**src/rtl/br_dispatch_queue.sv**
```systemverilog
// Branch dispatch queue: circular buffer between rename and the branch issue queue.
// Optional same-cycle bypass into an empty queue under `BR_DISPATCH_BYPASS_EN.
module br_dispatch_queue #(
   parameter int LANES   = 2,
   parameter int DEPTH   = 8,
   parameter int ENTRY_W = 64
) (
   input  logic                       clk,
   input  logic                       reset,
   input  logic                       flush,
   input  logic [LANES-1:0]           in_valid,
   input  logic [LANES*ENTRY_W-1:0]   in_entry,
   output logic                       in_ready,
   input  logic                       iq_full,
   output logic                       out_wen,
   output logic [LANES-1:0]           out_valid,
   output logic [LANES*ENTRY_W-1:0]   out_entry,
   output logic [$clog2(DEPTH):0]     count
);

   localparam int PW = $clog2(DEPTH);
   localparam int CW = PW + 1;

   logic [PW-1:0]            head_q, head_d;
   logic [PW-1:0]            tail_q, tail_d;
   logic [CW-1:0]            count_q, count_d;
   logic [ENTRY_W-1:0]       slot_mem [DEPTH];

   logic [LANES*ENTRY_W-1:0] comp_entry;
   logic [LANES-1:0]         comp_valid;
   logic [CW-1:0]            n_in;
   logic [CW-1:0]            n_enq;
   logic [CW-1:0]            n_deq;
   logic [CW-1:0]            deq_max;
   logic                     any_in;
   logic                     accept;

   // Pack valid lanes toward lane 0, keeping ascending lane order.
   always_comb begin
      comp_entry = '0;
      comp_valid = '0;
      n_in       = '0;
      for (int k = 0; k < LANES; k++) begin
         if (in_valid[k]) begin
            for (int j = 0; j < LANES; j++) begin
               if (CW'(j) == n_in) begin
                  comp_entry[j*ENTRY_W +: ENTRY_W] =
                     in_entry[k*ENTRY_W +: ENTRY_W];
               end
            end
            n_in = n_in + CW'(1);
         end
      end
      for (int j = 0; j < LANES; j++) begin
         comp_valid[j] = CW'(j) < n_in;
      end
   end

   assign in_ready = (CW'(DEPTH) - count_q) >= CW'(LANES);
   assign any_in   = |in_valid;
   assign accept   = in_ready && any_in && !flush;
   assign deq_max  = (count_q < CW'(LANES)) ? count_q : CW'(LANES);
   assign count    = count_q;

   always_comb begin
      out_wen   = (count_q != '0) && !iq_full && !flush;
      out_valid = '0;
      out_entry = '0;
      for (int k = 0; k < LANES; k++) begin
         out_valid[k] = CW'(k) < count_q;
         out_entry[k*ENTRY_W +: ENTRY_W] = slot_mem[head_q + PW'(k)];
      end
      n_enq = accept ? n_in : '0;
      n_deq = out_wen ? deq_max : '0;
`ifdef BR_DISPATCH_BYPASS_EN
      // Empty queue with a free issue queue: forward without storing.
      if ((count_q == '0) && !iq_full && !flush) begin
         out_wen   = any_in;
         out_valid = comp_valid;
         out_entry = comp_entry;
         n_enq     = '0;
      end
`endif
      head_d  = head_q + n_deq[PW-1:0];
      tail_d  = tail_q + n_enq[PW-1:0];
      count_d = count_q + n_enq - n_deq;
      if (flush) begin
         head_d  = '0;
         tail_d  = '0;
         count_d = '0;
      end
   end

   always_ff @(posedge clk) begin
      if (reset) begin
         head_q  <= '0;
         tail_q  <= '0;
         count_q <= '0;
      end else begin
         head_q  <= head_d;
         tail_q  <= tail_d;
         count_q <= count_d;
      end
   end

   always_ff @(posedge clk) begin
      for (int k = 0; k < LANES; k++) begin
         if (CW'(k) < n_enq) begin
            slot_mem[tail_q + PW'(k)] <= comp_entry[k*ENTRY_W +: ENTRY_W];
         end
      end
   end

endmodule

```
**config.mk**
```make
export PLATFORM = sky130hd
export DESIGN_NAME = br_dispatch_queue
export DESIGN_NICKNAME = d
export VERILOG_FILES = /design/src/rtl/br_dispatch_queue.sv
export SDC_FILE = /design/constraint.sdc
export NUM_CORES = 1
export LEC_CHECK = 0
export ABC_AREA = 1
export ABC_CLOCK_PERIOD_IN_PS = 4450
export CORE_ASPECT_RATIO = 1.2
export CORE_UTILIZATION = 45
export CTS_CLUSTER_SIZE = 16
export DETAILED_ROUTE_END_ITERATION = 7
export PLACE_DENSITY = 0.7
export SLEW_MARGIN = 10
export SYNTH_ARGS = -nofsm -noshare
export SYNTH_HDL_FRONTEND = slang
export SYNTH_SLANG_ARGS = --single-unit
```
**constraint.sdc**
```tcl
create_clock -name clk -period 4.45 [get_ports clk]
set_input_delay 0.89 -clock clk [delete_from_list [all_inputs] [get_ports clk]]
set_output_delay 0.89 -clock clk [all_outputs]
set_load 0.01 [all_outputs]
```
After elaboration in Yosys (flattened, before gate mapping)
Memory sizes are Yosys's and may differ from the RTL's. A register that Yosys moved wholly into a read port is not among the register bits.
Cells that the tools add are included.
{ "word_totals": {"mem_count": 1, "word_cells": 43, "input_bits": 134, "romBits": 0, "latch_bits": 0, "out_inout_bits": 136, "ff_bits": 10, "ramBits": 512} }
{ "mem_list": {"columns": ["name", "words", "width", "read_ports", "rd_ports_with_merged_regs", "wr", "line", "source"], "rows": [
  ["slot_mem", 8, 64, 2, 1, 2, "27", "logic [ENTRY_W-1:0] slot_mem [DEPTH];"]
]} }
{ "op_classes": {"order_cmp": 6, "div_mod_pow": 0, "mux": 14, "add_sub_neg": 8, "n_mul": 0, "reduce_logical": 10, "bitwise": 0, "eq_ne": 1, "shifts": 0} }
{ "ops": {"columns": ["op", "count"], "rows": [
  ["two-way mux 64 bit", 3],
  ["two-way mux 128 bit", 1],
  ["less-than comparator 1 x 4 -> 1 bit (first input constant)", 4],
  ["two-way mux 4 bit", 4],
  ["adder 3 x 1 -> 3 bit (second input constant)", 2],
  ["adder 3 bit", 2],
  ["two-way mux 1 bit", 5],
  ["adder 4 x 1 -> 4 bit (second input constant)", 1],
  ["adder 4 bit", 1],
  ["== test 1 x 4 -> 1 bit (first input constant)", 1],
  ["greater-or-equal comparator 4 x 2 -> 1 bit (second input constant)", 1],
  ["logical AND 1 bit", 4],
  ["zero test 4 bit", 1],
  ["less-than comparator 4 x 2 -> 1 bit (second input constant)", 1],
  ["nonzero test 4 bit", 1],
  ["OR reduction 2 bit", 2],
  ["subtractor 4 bit", 1],
  ["subtractor 4 bit (first input constant)", 1],
  ["two-way mux 3 bit", 1],
  ["zero test 1 bit", 2]
]} }

Longest topological paths before layout
{ "logic_depth": {"word_depth": 8, "mapped_depth": 14, "depth_no_buf": 13} }

Worst setup path after synthesis
Ideal clock, no wire load.
{ "synth_path": {"path_kind": "input-to-reg", "startpoint": "in in_valid[0]", "endpoint": "mem slot_mem[0][0] (enable)", "setup_time_ps": 424, "setup_slack_ps": 622, "n_path_buf": 1, "arrival_time_ps": 3405, "required_ps": 4026, "stages": 8, "cell_sequence": "inv_1 > ha_1 > nor2_2 > nand3_2 > buf_8 > nand2_1 > nand2_1 > nand2_1"} }
{ "synth_rtl": {"columns": ["element", "line", "source"], "rows": [
  ["start: declaration", "11", "input logic [LANES-1:0] in_valid,"],
  ["end: declaration", "27", null]
]} }

Worst setup path in the final report
{ "layout_path": {"startpoint": "reg head_q[0]", "endpoint": "out out_entry[115]"} }
{ "layout_via": {"elab_chain_len": 2} }
{ "layout_rtl": {"columns": ["element", "line", "source"], "rows": [
  ["start: declaration", "24", "logic [PW-1:0] head_q, head_d;"],
  ["start signal: assignment", "96", "head_q <= '0;"],
  ["start signal: assignment", "100", "head_q <= head_d;"],
  ["adder 3 x 1 -> 3 bit", "71", "out_entry[k*ENTRY_W +: ENTRY_W] = slot_mem[head_q + PW'(k)];"],
  ["memory (8 x 64 bit)", null, null],
  ["end: declaration", "17", "output logic [LANES*ENTRY_W-1:0] out_entry,"]
]} }
No other way between the ends.

==> run summary <==
Status = complete, no violations
Root Driver = clkbuf_16
Worst setup path class = flop to output port
TritonCTS Buffers = 53
Crit start category = flop
CTS sink count = 522
# diodes = 0
Post-synth cell types = 29
Min-delay src = tail_q[2]$_SDFF_PP0_
Initial Util = 45.7%
Total die area = 74900 um2
CP Launch Point = head_q[0]$_SDFF_PP0_
Post-Syn Instances = 4585
Port bufs = 269
Crit. End Element = output port
Routed len/inst = 20.6 um
Post-CTS sizing = 0
Chip Width = 250 um
DRT Pass-1 Iters = 6
DRC Markers = 0
Post-CTS Setup Inserts = 0
Area grow syn2layout = 15.5%
First-pass GRT wire length = 173000 um
Arr. time, crit path = 3.54 ns
Post-synth ARST share = 0%
CP required = 3.56 ns
Vias per cell = 5.66
Synth warn = 0
Most frequent cells after synthesis = 1889 x nand2_1, 533 x nor2_1, 512 x edfxtp_1
Number of fill cells = 6813
P per Cell Area = 306 nW/um2
Min-Delay Path Class = flop to flop
Post-route ant nets = 0
Share of layout cells above drive strength 1 = 4.55%
Worst-Skew Late Latency = 0.63 ns
Setup_tns = 0 ns
Largest area contributor in the netlist = edfxtp_1
Total Routed Length = 116000 um
Detailed placement HPWL = 66000 um
Maximum vdd drop = 0.272 mV
Largest net degree at the start of global routing = 229
Tcrit/Tclk final = 99.5%
I/O pin cnt = 270
Core Box Area = 72700 um2
Sequential area share after synthesis = 46.9%
Initial antenna violation count = 1
Max-slew headroom = 18.4%
Leakage = 16.3 nW
Vias = 32100
Post-synthesis register bit count = 522
Crit path max fanout = 123
Global-route congestion overflow total = 0
Maximum buffer depth of the clock tree = 3
Crit path time final = 4.43 ns
Synthesized area = 33200 um2
Clk slew on worst S/H paths = 0.06 ns
Main synth FF type = edfxtp_1
Total Power = 11.7 mW
Synth Area per Inst = 7.25 um2
Gr usage total = 30.0%
Slew Limit Fails = 0
Row cnt = 108
Fin Clk Skew = 0.0262 ns
CTS Hold Bufs = 0
# Max-Cap Violations = 0
Synthesized net count = 4736
1st-iter DRT viols = 3807
Final Setup Violations = 0
Fin util = 52.8%
Critical R2R Launch = count[1]$_SDFF_PP0_
Hold Slack = 0.658 ns
Most frequent cell after synthesis = nand2_1
CTS tree = done
Routability cong. = 0.846
Final hold vios = 0
Fmax = 226 MHz
Worst Tran Pin Value = 1.22 ns
Layout Cells excl Fill = 5665
Htree depth = 2
Vias in the first global route = 29800
Top cells by area, synth = edfxtp_1 46%, nand2_1 21%, o21ai_0 6.4%
Unrepaired setup endpoints after global routing = no
Die height = 300 um
EDFF count, synth = 512
Area share of the largest cell type after synthesis = 46.3%
Inst Count DP = 5566
Fin nets = 4837
==> state kept, by name, summed over array words and instances (netlist names) <==
signal    count
count         4
head_q        3
slot_mem    512
tail_q        3
==> power breakdown <==
group,internal [mW],switching (mW)
logic,0.606,0.908
registers,5.55,0.0364
clock network,2.62,2.01
==> worst max-delay path: stages, from the launching register on <==
cell	delay, ns
dfxtp_4	0.44
buf_12	0.39
buf_4	0.55
nor2_1	0.10
nor2_1	0.09
o21ai_0	0.11
nand2_1	0.11
nor2_1	0.04
a31oi_1	0.35
clkdlybuf4s50_1	0.63
==> area by class of cell <==
type / instances / area, um2 / share of cell area [%]
Clock inverter: 32 / 327 / 0.851
Inverter: 228 / 866 / 2.26
Timing Repair Buffer: 372 / 3960 / 10.3
Multi-Input combinational cell: 3509 / 15000 / 39.2
Clock buffer: 67 / 1430 / 3.73
Sequential cell: 522 / 15600 / 40.6
Tap cell: 935 / 1170 / 3.05
==> stage by stage <==
stage                     area [um2]  setup WS, ns
final                          38400        0.0200
after global routing           38400       0.00890
after CTS                      38400         0.131
after detailed placement       36600         0.538
after global placement         36600         0.549
after floorplan                33200         0.622
==> placed cells by master (no fill, tap or decap), types with 3 or more instances in the layout <==
| cell | n |
|---|---|
| a21oi_1 | 258 |
| a31oi_1 | 64 |
| buf_12 | 40 |
| buf_4 | 64 |
| bufinv_16 | 6 |
| clkbuf_1 | 10 |
| clkbuf_16 | 54 |
| clkbuf_8 | 3 |
| clkdlybuf4s50_1 | 268 |
| clkinv_1 | 12 |
| clkinv_2 | 10 |
| dfxtp_1 | 7 |
| dfxtp_4 | 3 |
| edfxtp_1 | 512 |
| fa_1 | 4 |
| ha_1 | 12 |
| inv_1 | 222 |
| inv_2 | 4 |
| nand2_1 | 1879 |
| nand2_4 | 10 |
| nand3_1 | 7 |
| nand4_1 | 9 |
| nor2_1 | 533 |
| nor2_8 | 7 |
| nor3_1 | 9 |
| nor3b_1 | 3 |
| o21ai_0 | 426 |
| o21ai_1 | 278 |
==> cells by family (layout without fill, tap and decap cells) <==
logic type | Yosys count | after routing | share of synthesized area, %
buffers and inverters | 554 | 699 | 8.19
XOR/XNOR | 3 | 3 | 0.0791
adder cells (fa/ha/maj) | 17 | 17 | 0.731
AO/OA/AOI/OAI | 1026 | 1026 | 15.7
flip-flops | 522 | 522 | 46.9
AND/OR/NAND/NOR | 2463 | 2463 | 28.4
==> final timing paths <==
path / endpoint / slack [ns] / cells after the start
setup reg to reg: slot_mem[2][26]$_DFFE_PP_ / 1.27 / 11
hold / removal: tail_q[2]$_SDFF_PP0_ / 0.66 / 2
hold reg to reg: tail_q[2]$_SDFF_PP0_ / 0.66 / 2
setup / recovery: out_entry[115] / 0.02 / 9
==> metal layers <==
metal  track usage, %  routed length [um]  part of all wire, %
met5                0                  13                0.011
met4             16.1                5890                  5.1
met3             4.62               11300                  9.7
met2             51.1               56000                   48
met1             36.7               43300                   37
Note: power is estimated with default switching activity, not from simulation.
